[src/rtl/seven_segment_capture.sv]
// Receive side of a multiplexed active-low seven-segment bus: waits for each digit's
// anode/segment pair to settle, then decodes it into a per-digit code, DP flag and error flag.
module seven_segment_capture #(
    parameter int NUM_DIGITS       = 4,
    parameter int STABLE_CYCLES    = 4,
    parameter int ANODE_ACTIVE_LOW = 1,
    localparam int IDX_W           = (NUM_DIGITS > 1) ? $clog2(NUM_DIGITS) : 1
) (
    input  logic                    clk,
    input  logic                    rst,
    input  logic [NUM_DIGITS-1:0]   i_an,
    input  logic [7:0]              i_seg,
    input  logic                    i_clr_err,
    output logic [4*NUM_DIGITS-1:0] o_digit_val,
    output logic [NUM_DIGITS-1:0]   o_dp_val,
    output logic                    o_upd_valid,
    output logic [IDX_W-1:0]        o_upd_idx,
    output logic                    o_frame_done,
    output logic                    o_err_sticky
);

    localparam int CNT_W = $clog2(STABLE_CYCLES + 1);

    typedef enum logic [1:0] {
        S_IDLE,
        S_SETTLE,
        S_CAPTURED
    } state_t;

    state_t                  r_state;
    state_t                  w_state_next;
    logic [NUM_DIGITS-1:0]   r_an;
    logic [7:0]              r_seg;
    logic [CNT_W-1:0]        r_cnt;
    logic [CNT_W-1:0]        w_cnt_next;
    logic [NUM_DIGITS-1:0]   r_lat_an;
    logic [NUM_DIGITS-1:0]   w_lat_an_next;
    logic [7:0]              r_lat_seg;
    logic [7:0]              w_lat_seg_next;
    logic [IDX_W-1:0]        r_idx;
    logic [IDX_W-1:0]        w_idx_next;
    logic [IDX_W-1:0]        w_an_idx;
    logic                    w_an_onehot;
    logic                    w_an_none;
    logic                    w_reeval;
    logic                    w_write;
    logic                    w_multi_err;
    logic                    w_err_set;
    logic [3:0]              w_code;
    logic                    w_illegal;
    logic                    r_upd_valid;
    logic [IDX_W-1:0]        r_upd_idx;
    logic                    r_frame_done;
    logic                    r_err_sticky;

    // Input stage; anodes normalised so that 1 always means "selected".
    always_ff @(posedge clk or posedge rst) begin
        if (rst) begin
            r_an  <= '0;
            r_seg <= 8'hFF;
        end else begin
            r_an  <= (ANODE_ACTIVE_LOW != 0) ? ~i_an : i_an;
            r_seg <= i_seg;
        end
    end

    assign w_an_onehot = $onehot(r_an);
    assign w_an_none   = (r_an == '0);

    always_comb begin
        w_an_idx = '0;
        for (int i = 0; i < NUM_DIGITS; i++) begin
            if (r_an[i]) begin
                w_an_idx = IDX_W'(i);
            end
        end
    end

    always_comb begin
        w_code    = 4'hD;
        w_illegal = 1'b0;
        case (r_lat_seg[6:0])
            7'b1000000: w_code = 4'h0;
            7'b1111001: w_code = 4'h1;
            7'b0100100: w_code = 4'h2;
            7'b0110000: w_code = 4'h3;
            7'b0011001: w_code = 4'h4;
            7'b0010010: w_code = 4'h5;
            7'b0000010: w_code = 4'h6;
            7'b1111000: w_code = 4'h7;
            7'b0000000: w_code = 4'h8;
            7'b0010000: w_code = 4'h9;
            7'b1010101: w_code = 4'hE;
            7'b1111111: w_code = 4'hF;
            default:    w_illegal = 1'b1;
        endcase
    end

    always_ff @(posedge clk or posedge rst) begin
        if (rst) begin
            r_state   <= S_IDLE;
            r_cnt     <= '0;
            r_lat_an  <= '0;
            r_lat_seg <= 8'hFF;
            r_idx     <= '0;
        end else begin
            r_state   <= w_state_next;
            r_cnt     <= w_cnt_next;
            r_lat_an  <= w_lat_an_next;
            r_lat_seg <= w_lat_seg_next;
            r_idx     <= w_idx_next;
        end
    end

    always_comb begin
        w_state_next   = r_state;
        w_cnt_next     = r_cnt;
        w_lat_an_next  = r_lat_an;
        w_lat_seg_next = r_lat_seg;
        w_idx_next     = r_idx;
        w_reeval       = 1'b0;
        w_write        = 1'b0;
        w_multi_err    = 1'b0;
        case (r_state)
            S_IDLE: begin
                w_reeval = 1'b1;
            end
            S_SETTLE: begin
                if ((r_an != r_lat_an) || (r_seg != r_lat_seg)) begin
                    w_reeval = 1'b1;
                end else if (r_cnt == CNT_W'(STABLE_CYCLES)) begin
                    w_write      = 1'b1;
                    w_state_next = S_CAPTURED;
                end else begin
                    w_cnt_next = r_cnt + CNT_W'(1);
                end
            end
            S_CAPTURED: begin
                if (r_an != r_lat_an) begin
                    w_reeval = 1'b1;
                end else if (r_seg != r_lat_seg) begin
                    w_state_next   = S_SETTLE;
                    w_cnt_next     = CNT_W'(1);
                    w_lat_seg_next = r_seg;
                end
            end
            default: begin
                w_state_next = S_IDLE;
                w_cnt_next   = '0;
            end
        endcase
        // Fresh look at the bus, shared by every state that sees the anodes move.
        if (w_reeval) begin
            if (w_an_onehot) begin
                w_state_next   = S_SETTLE;
                w_cnt_next     = CNT_W'(1);
                w_lat_an_next  = r_an;
                w_lat_seg_next = r_seg;
                w_idx_next     = w_an_idx;
            end else begin
                w_state_next = S_IDLE;
                w_cnt_next   = '0;
                w_multi_err  = !w_an_none;
            end
        end
    end

    assign w_err_set = w_multi_err | (w_write & w_illegal);

    always_ff @(posedge clk or posedge rst) begin
        if (rst) begin
            r_upd_valid  <= 1'b0;
            r_upd_idx    <= '0;
            r_frame_done <= 1'b0;
            r_err_sticky <= 1'b0;
        end else begin
            r_upd_valid  <= w_write;
            r_frame_done <= w_write && (r_idx == IDX_W'(NUM_DIGITS - 1));
            if (w_write) begin
                r_upd_idx <= r_idx;
            end
            if (w_err_set) begin
                r_err_sticky <= 1'b1;
            end else if (i_clr_err) begin
                r_err_sticky <= 1'b0;
            end
        end
    end

    generate
        for (genvar gi = 0; gi < NUM_DIGITS; gi++) begin : g_slot
            logic [3:0] r_digit;
            logic       r_dp;

            always_ff @(posedge clk or posedge rst) begin
                if (rst) begin
                    r_digit <= 4'hF;
                    r_dp    <= 1'b0;
                end else if (w_write && (r_idx == IDX_W'(gi))) begin
                    r_digit <= w_code;
                    r_dp    <= ~r_lat_seg[7];
                end
            end

            assign o_digit_val[4*gi +: 4] = r_digit;
            assign o_dp_val[gi]           = r_dp;
        end
    endgenerate

    assign o_upd_valid  = r_upd_valid;
    assign o_upd_idx    = r_upd_idx;
    assign o_frame_done = r_frame_done;
    assign o_err_sticky = r_err_sticky;

endmodule

[config.mk]
export PLATFORM = sky130hd
export DESIGN_NAME = seven_segment_capture
export DESIGN_NICKNAME = d
export VERILOG_FILES = /design/src/rtl/seven_segment_capture.sv
export SDC_FILE = /design/constraint.sdc
export NUM_CORES = 1
export LEC_CHECK = 0
export BUFFER_PORTS_ARGS = -buffer_cell sky130_fd_sc_hd__buf_2
export CAP_MARGIN = 10
export CELL_PAD_IN_SITES_DETAIL_PLACEMENT = 0
export CELL_PAD_IN_SITES_GLOBAL_PLACEMENT = 1
export CORE_MARGIN = 2
export CORE_UTILIZATION = 46
export CTS_CLUSTER_SIZE = 40
export DETAILED_ROUTE_END_ITERATION = 8
export PLACE_DENSITY = 0.88
export SLEW_MARGIN = 20
export SYNTH_ARGS = -nofsm -noshare
export SYNTH_HDL_FRONTEND = slang
export SYNTH_SLANG_ARGS = --single-unit
[constraint.sdc]
create_clock -name clk -period 3.6 [get_ports clk]
set_clock_uncertainty 0.1 [all_clocks]
set_input_delay 0.36 -clock clk [delete_from_list [all_inputs] [get_ports clk]]
set_output_delay 0.36 -clock clk [all_outputs]
set_load 0.01 [all_outputs]
==> impl_metrics.py, run 1 <==
metrics = {
    "critical_path": {
        "r2r_cells": 8,
        "crit_chain": "inv_1 -> fa_1 -> inv_1 -> ha_1 -> ha_1 -> nor3b_1 -> o211a_1 -> mux2_2",
        "cp.required_ps": 3710,
        "worstSetupStartpointType": "register",
        "worstPathMaxFanout": 9,
        "end_kind": "register",
        "r2r_slack_ps": 690,
        "path_class": "reg2reg",
        "reg2reg_to": "r_idx[0]",
        "r2r-start": "r_an[0]",
        "crit_arrival_ps": 3020,
        "critPathBufInv": 2,
        "crit_family": "adder cells",
        "slowest_delay_ps": 540,
        "critPathSlowestCell": "fa_1",
    },
    "yosys": {
        "syn_inst": 247,
        "synth_flop_cell": "dfstp_2",
        "netlist.top_cell.by_area": "dfstp_2",
        "synth_seq_cells": 56,
        "async_flop_share_pct": 100,
        "muxShareOfSynthArea_pct": 14.5,
        "synth-compound-area-share_pct": 8.76,
        "syn-mean-instance-area_um2": 11.8,
        "ys_seq_area_share_pct": 49.3,
        "ys_warn_count": 0,
        "synthAdderAreaFrac_pct": 4.96,
        "yosysUniqueCellTypes": 55,
        "netlist_area_um2": 2930,
        "synth_top_family_by_area": "multiplexers",
        "ys_top_cells_by_area": "dfstp_2 (29%), dfrtp_1 (21%), mux2_2 (12%)",
        "synth_top_area_share_pct": 28.7,
        "yosys.area_share.simple_pct": 12.6,
        "syn-num-nets": 273,
        "synth_edf_count": 0,
        "synth_xor_area_share_pct": 4.19,
    },
    "drt": {
        "drt_iter0_drc": 74,
        "drtPass1Iterations": 4,
        "via_count": 1900,
        "wirelength_met1_mm": 2.35,
        "routed.top_layer": "met4",
        "wl_met3_um": 182,
        "routed_wirelength_mm": 5.09,
        "dr_wl_met2_mm": 2.49,
        "postRouteAntennaNets": 0,
        "wl_per_cell_um": 14.3,
        "detail_route.vias_per_cell": 5.32,
        "drc": 0,
    },
    "sta": {
        "fin_tns_setup_ps": 0,
        "fmax_mhz": 343,
        "maxSlewHeadroom_pct": 44.2,
        "period_share_pct": 80.9,
        "worst_slew_pin_slew_ps": 836,
        "period_needed_ps": 2910,
        "fin_hold_ws_ps": 28.5,
        "hold_violations": 0,
        "drv_slew": 0,
        "setup_viol": 0,
        "rsz0062_at_grt": "false",
        "final.setup.worst_slack_ps": 686,
    },
    "clocking": {
        "hold_buffers": 0,
        "h-tree-depth": 2,
        "cts_root_buf": "clkbuf_8",
        "clkSinkCount": 56,
        "cts.path.max_buffers": 2,
        "cts_buffers": 5,
        "insertion_delay_ps": 310,
        "ctsResizeCount": 0,
        "cts_tree": "yes",
        "postCtsSetupBuffers": 0,
        "cts.clk_slew.worst_paths_ps": 100,
    },
    "layout": {
        "area_delta_synth_final_pct": 10.5,
        "final_cells": 357,
        "diodes": 0,
        "layout-drive-gt1-share_pct": 43.2,
        "nNetsFinal": 305,
        "stdcell_area_um2": 3230,
    },
    "power": {
        "switchingPower_uw": 714,
        "p_leak_nw": 1.52,
        "switching_share_pct": 37.2,
        "combPwrFrac_pct": 29.9,
        "seqPwrFrac_pct": 51.2,
        "clockPowerShare_pct": 18.9,
        "ir_drop_mv": 0.324,
        "p_int_mw": 1.21,
        "power.density_nw_per_um2": 594,
    },
    "die": {
        "design.die.area_um2": 7020,
        "die_x_um": 83.8,
        "start_util_pct": 46.9,
        "num_rows": 29,
        "fp.coreArea_um2": 6240,
        "boundaryPins": 40,
        "die_height_um": 83.8,
    },
    "place": {
        "dp_cells": 349,
        "dp_hpwl_mm": 3.72,
        "placed_area_um2": 3140,
        "pre_cts_ws_ps": 731,
        "port_buffers": 39,
        "gp_congestion": 0.787,
    },
    "hold_path": {
        "holdPathStages": 1,
        "min_from": "i_seg[2]",
        "min_to": "r_seg[2]",
        "hold_class": "in2reg",
    },
    "global_routing": {
        "grt_pass1_vias": 1887,
        "grt_pass1_wl_mm": 8.91,
        "gr-total-overflow": 0,
        "grt_start_max_net_pins": 42,
        "grt_usage_pct": 15.5,
        "antenna_found_initial": 0,
    },
    "flow_run": {
        "drv_cap": 0,
    },
    "outcome": {
        "status": "finished clean",
    },
}
==> metal layers <==
metal	track usage, %	vias up
met5	0	-
met4	4.84	0
met1	20.3	926
li1	-	926
met3	2.87	6
met2	26.2	42
==> layout by cell type (no fill, tap or decap), types with 7 or more instances in the layout <==
master / Yosys / routed
mux2i_1: 7 / 7
nand2_1: 9 / 9
buf_2: 1 / 39
mux2_2: 30 / 30
dfstp_2: 32 / 32
dfrtp_1: 24 / 24
xnor2_1: 8 / 8
ha_1: 10 / 10
nor2_1: 11 / 11
nand3_1: 8 / 8
inv_1: 22 / 21
==> worst max-delay path by stage <==
stage | startpoint | endpoint | slack, ps | cells after the start
final | r_an[0] | r_idx[0] | 690 | 8
after floorplan | r_an[0] | r_lat_seg[0] | 970 | 10
after detailed placement | r_an[0] | r_idx[0] | 730 | 8
after global routing | r_an[0] | r_idx[0] | 520 | 8
after global placement | r_an[0] | r_lat_an[0] | 780 | 8
after CTS | r_an[0] | r_idx[0] | 690 | 8
==> synth_stat cells (all sizes together) (2+ instances only) <==
| cell type | instances |
|---|---|
| dfstp | 32 |
| mux2 | 31 |
| dfrtp | 24 |
| inv | 22 |
| nor2 | 12 |
| ha | 10 |
| nand2 | 9 |
| nand3 | 9 |
| buf | 8 |
| xnor2 | 8 |
| clkbuf | 7 |
| mux2i | 7 |
| a21oi | 6 |
| xor2 | 6 |
| nor3 | 5 |
| o21ai | 5 |
| nand3b | 4 |
| a211oi | 3 |
| and3 | 3 |
| nand4 | 3 |
| or3 | 3 |
| a221oi | 2 |
| a2bb2oi | 2 |
| nor3b | 2 |
| nor4bb | 2 |
| o2bb2ai | 2 |
| o41ai | 2 |
==> registers in the layout, summed over array words and instances, names as in the netlist, 3 cells and up <==
signal and count:
r_an 4, r_lat_seg 8, g_slot.r_digit 16, r_lat_an 4
g_slot.r_dp 4, r_seg 8, r_cnt 3
==> cell families (layout without fill, tap and decap cells) <==
family,Yosys count,after routing
buffers and inverters,37,70
xor gates and xnor gates,14,14
DFF,56,56
muxes,38,38
AOI/OAI and AO/OA,34,34
and+or+nand+nor,57,57
adders and majority gates,11,11
==> worst register-to-register path, cell delays in order, from the launching register on <==
cell and delay, ps:
dfrtp_1 380, inv_1 80, fa_1 540, inv_1 40, ha_1 170, ha_1 270
nor3b_1 400, o211a_1 440, mux2_2 390
==> layout make-up <==
cell class,count,area (µm²)
clock buffer,5,68.8
sequential,56,1440
inverter,22,82.6
timing repair buffer,40,203
multi-input combinational,154,1320
clock inverter,3,26.3
tap,77,96.3
fill,556,3010
==> power groups by stage <==
stage	clock network [mW]	registers (mW)	logic, mW
after global placement	0	0.988	0.559
after CTS	0.374	0.982	0.576
after detailed placement	0	0.992	0.570
after global routing	0.398	1.00	0.645
after floorplan	0	0.860	0.572
final	0.364	0.984	0.574
==> metrics by stage <==
| stage | power [mW] | util, % |
|---|---|---|
| CTS | 1.93 | 51.8 |
| finish | 1.92 | 51.8 |
| global placement | 1.55 | 50.3 |
| floorplan | 1.43 | - |
| detailed placement | 1.56 | 50.3 |
| global route | 2.05 | 51.8 |
(Power assumes the default switching activity.)
==> run 2, diff against run 1 <==
--- a/config.mk
+++ b/config.mk
@@ -10,10 +10,10 @@
 export CELL_PAD_IN_SITES_DETAIL_PLACEMENT = 0
 export CELL_PAD_IN_SITES_GLOBAL_PLACEMENT = 1
 export CORE_MARGIN = 2
-export CORE_UTILIZATION = 46
+export CORE_UTILIZATION = 41
 export CTS_CLUSTER_SIZE = 40
 export DETAILED_ROUTE_END_ITERATION = 8
-export PLACE_DENSITY = 0.88
+export PLACE_DENSITY = 0.84
 export SLEW_MARGIN = 20
 export SYNTH_ARGS = -nofsm -noshare
 export SYNTH_HDL_FRONTEND = slang
==> constraint.sdc (replaced) <==
create_clock -name clk -period 2.5 [get_ports clk]
set_clock_uncertainty 0.1 [all_clocks]
set_input_delay 0.25 -clock clk [delete_from_list [all_inputs] [get_ports clk]]
set_output_delay 0.25 -clock clk [all_outputs]
set_load 0.01 [all_outputs]
==> run 2 against run 1 <==
Net effect:
- the run now ends with negative setup slack left
- sequential share of layout area shrank 5.8 points
- sequential power grew 32%
- clock power grew 39%
- wire length grew 8.9%
- via count grew 8.8%
- hold slack lost 3.8 ps
- critical path type unchanged
- flip-flop and latch count is the same
- cell count grew 16%
- largest power group unchanged
- power grew 57%
- combinational power grew 110%
- design area grew 15%
- non-clock buffer count grew 37
==> impl_metrics.py, run 2 (synthesis results as in run 1) <==
metrics = {
    "drt": {
        "routed_wirelength_mm": 5.55,
        "postRouteAntennaNets": 0,
        "drc": 0,
        "drtPass1Iterations": 4,
        "drt_iter0_drc": 86,
        "via_count": 2067,
        "wl_per_cell_um": 13.4,
        "detail_route.vias_per_cell": 5.00,
    },
    "power": {
        "p_int_mw": 1.92,
        "ir_drop_mv": 0.508,
        "p_leak_nw": 1.72,
        "switchingPower_mw": 1.09,
        "clockPowerShare_pct": 16.8,
        "power.density_nw_per_um2": 811,
        "p_total_mw": 3.01,
        "switching_share_pct": 36.2,
        "combPwrFrac_pct": 39.9,
        "seqPwrFrac_pct": 43.3,
    },
    "layout": {
        "layout-drive-gt1-share_pct": 51.7,
        "diodes": 0,
        "nNetsFinal": 342,
        "largest_register_ffs": 16,
        "layout_commonest_cell": "buf_2",
        "regMostFlops": "g_slot.r_digit",
        "reg.largest.list": "g_slot.r_digit (16), r_lat_seg (8), r_seg (8)",
        "layout_common_cells": "buf_2 (39), dfstp_2 (32), mux2_2 (26)",
        "area_delta_synth_final_pct": 27.0,
        "finalCoreUtilization_pct": 54.1,
    },
    "critical_path": {
        "path_class": "reg2reg",
        "critPathSlowestCell": "fa_1",
        "worstPathMaxFanout": 8,
        "cp.required_ps": 2650,
        "worstSetupStartpointType": "register",
        "end_kind": "register",
        "crit_arrival_ps": 2670,
        "crit_chain": "inv_2 -> fa_1 -> inv_2 -> ha_4 -> ha_4 -> nor3b_4 -> nand2_1 -> o22a_4 -> mux2_4",
        "slowest_delay_ps": 520,
    },
    "clocking": {
        "cts.clk_slew.worst_paths_ps": 100,
        "cts_root_buf": "clkbuf_8",
        "clkSinkCount": 56,
        "h-tree-depth": 2,
        "insertion_delay_ps": 310,
        "cts_tree": "yes",
        "cts_buffers": 5,
        "cts.path.max_buffers": 2,
    },
    "global_routing": {
        "grt_usage_pct": 14.8,
        "gr-total-overflow": 0,
        "grt_pass1_wl_mm": 9.09,
        "grt_pass1_vias": 1948,
        "antenna_found_initial": 0,
        "grt_start_max_net_pins": 57,
    },
    "sta": {
        "drv_slew": 0,
        "fmax_mhz": 397,
        "final.setup.worst_slack_ps": -16.3,
        "maxSlewHeadroom_pct": 54.5,
        "period_share_pct": 101,
        "worst_slew_pin_slew_ps": 682,
        "hold_violations": 0,
        "setup_viol": 1,
        "fin_hold_ws_ps": 24.7,
        "rsz0062_at_grt": "true",
        "period_needed_ps": 2520,
    },
    "place": {
        "dp_hpwl_mm": 3.96,
        "port_buffers": 39,
        "gp_congestion": 0.863,
    },
    "die": {
        "num_rows": 30,
        "boundaryPins": 40,
        "fp.coreArea_um2": 6870,
        "die_height_um": 88.5,
        "start_util_pct": 42.6,
        "design.die.area_um2": 7830,
        "die_x_um": 88.5,
    },
    "outcome": {
        "status": "finished, violations left",
        "violations": "negative setup slack",
    },
    "hold_path": {
        "hold_class": "in2async",
    },
    "flow_run": {
        "drv_cap": 0,
    },
}
==> run 2: stage by stage <==
stage | setup slack, ps | cell area [µm²] | TNS (ps) | instances
after floorplan | 0.00155 | 2930 | 0 | 247
after global placement | -138 | 3340 | -2160 | 390
after CTS | -11.2 | 3620 | -81.6 | 411
final | -16.3 | 3720 | -16.3 | 413
after global routing | -97.2 | 3720 | -1470 | 413
after detailed placement | -254 | 3340 | -4270 | 390
==> run 2: path summary, 6_finish.rpt <==
| kind | startpoint | endpoint | slack, ps | cells past startpoint |
|---|---|---|---|---|
| setup / recovery | r_an[1] | r_lat_seg[0] | -20 | 9 |
| hold / removal | rst | r_an[2] | 20 | 3 |
| min in group clk | i_clr_err | o_err_sticky | 140 | 3 |
| max in group asynchronous | rst | o_upd_idx[1] | 1820 | 3 |
| setup reg to reg | r_an[1] | r_lat_seg[0] | -20 | 9 |
| hold reg to reg | g_slot[3].r_dp | g_slot[3].r_dp | 420 | 2 |
==> run 2: worst max-delay path, delay by kind of cell, from the launching register on <==
| family | cells | cell delay (ps) |
|---|---|---|
| simple gates | 2 | 340 |
| compound gates | 1 | 290 |
| flops | 1 | 410 |
| buf+inv | 2 | 110 |
| mux | 1 | 310 |
| fa+ha+maj | 3 | 880 |
==> run 2: layout make-up <==
| class | instances | area (µm²) |
|---|---|---|
| Multi-Input combinational cell | 154 | 1450 |
| Clock inverter | 3 | 25.0 |
| Sequential cell | 56 | 1440 |
| Tap cell | 96 | 120 |
| Clock buffer | 5 | 68.8 |
| Timing Repair Buffer | 77 | 527 |
| Inverter | 22 | 82.6 |
| Fill cell | 616 | 3150 |
==> run 2: per-layer routing <==
layer | global-route usage, % | share of wire (%) | vias to the layer above
met5 | 0 | 0 | -
met4 | 5.92 | 1.8 | 0
met3 | 2.61 | 3.9 | 11
met2 | 23.8 | 46 | 56
met1 | 19.9 | 48 | 997
li1 | - | - | 1003
==> run 2: power groups by stage <==
stage | Combinational (mW) | Sequential [mW] | Clock [mW]
6_report | 1.20 | 1.30 | 0.505
5_1_grt | 1.32 | 1.33 | 0.566
4_1_cts | 1.12 | 1.30 | 0.532
3_5_place_dp | 1.07 | 1.31 | 0
3_3_place_gp | 1.04 | 1.30 | 0
2_1_floorplan | 0.830 | 1.24 | 0
==> run 2: repair_timing <==
action,4_1_cts,5_1_grt
setup buffers,1,2
setup endpoints to repair,39,36
resized for setup,12,15
pin swaps,5,1
hold buffers,12,0
endpoints found under the hold margin,12,0
gates cloned,0,0
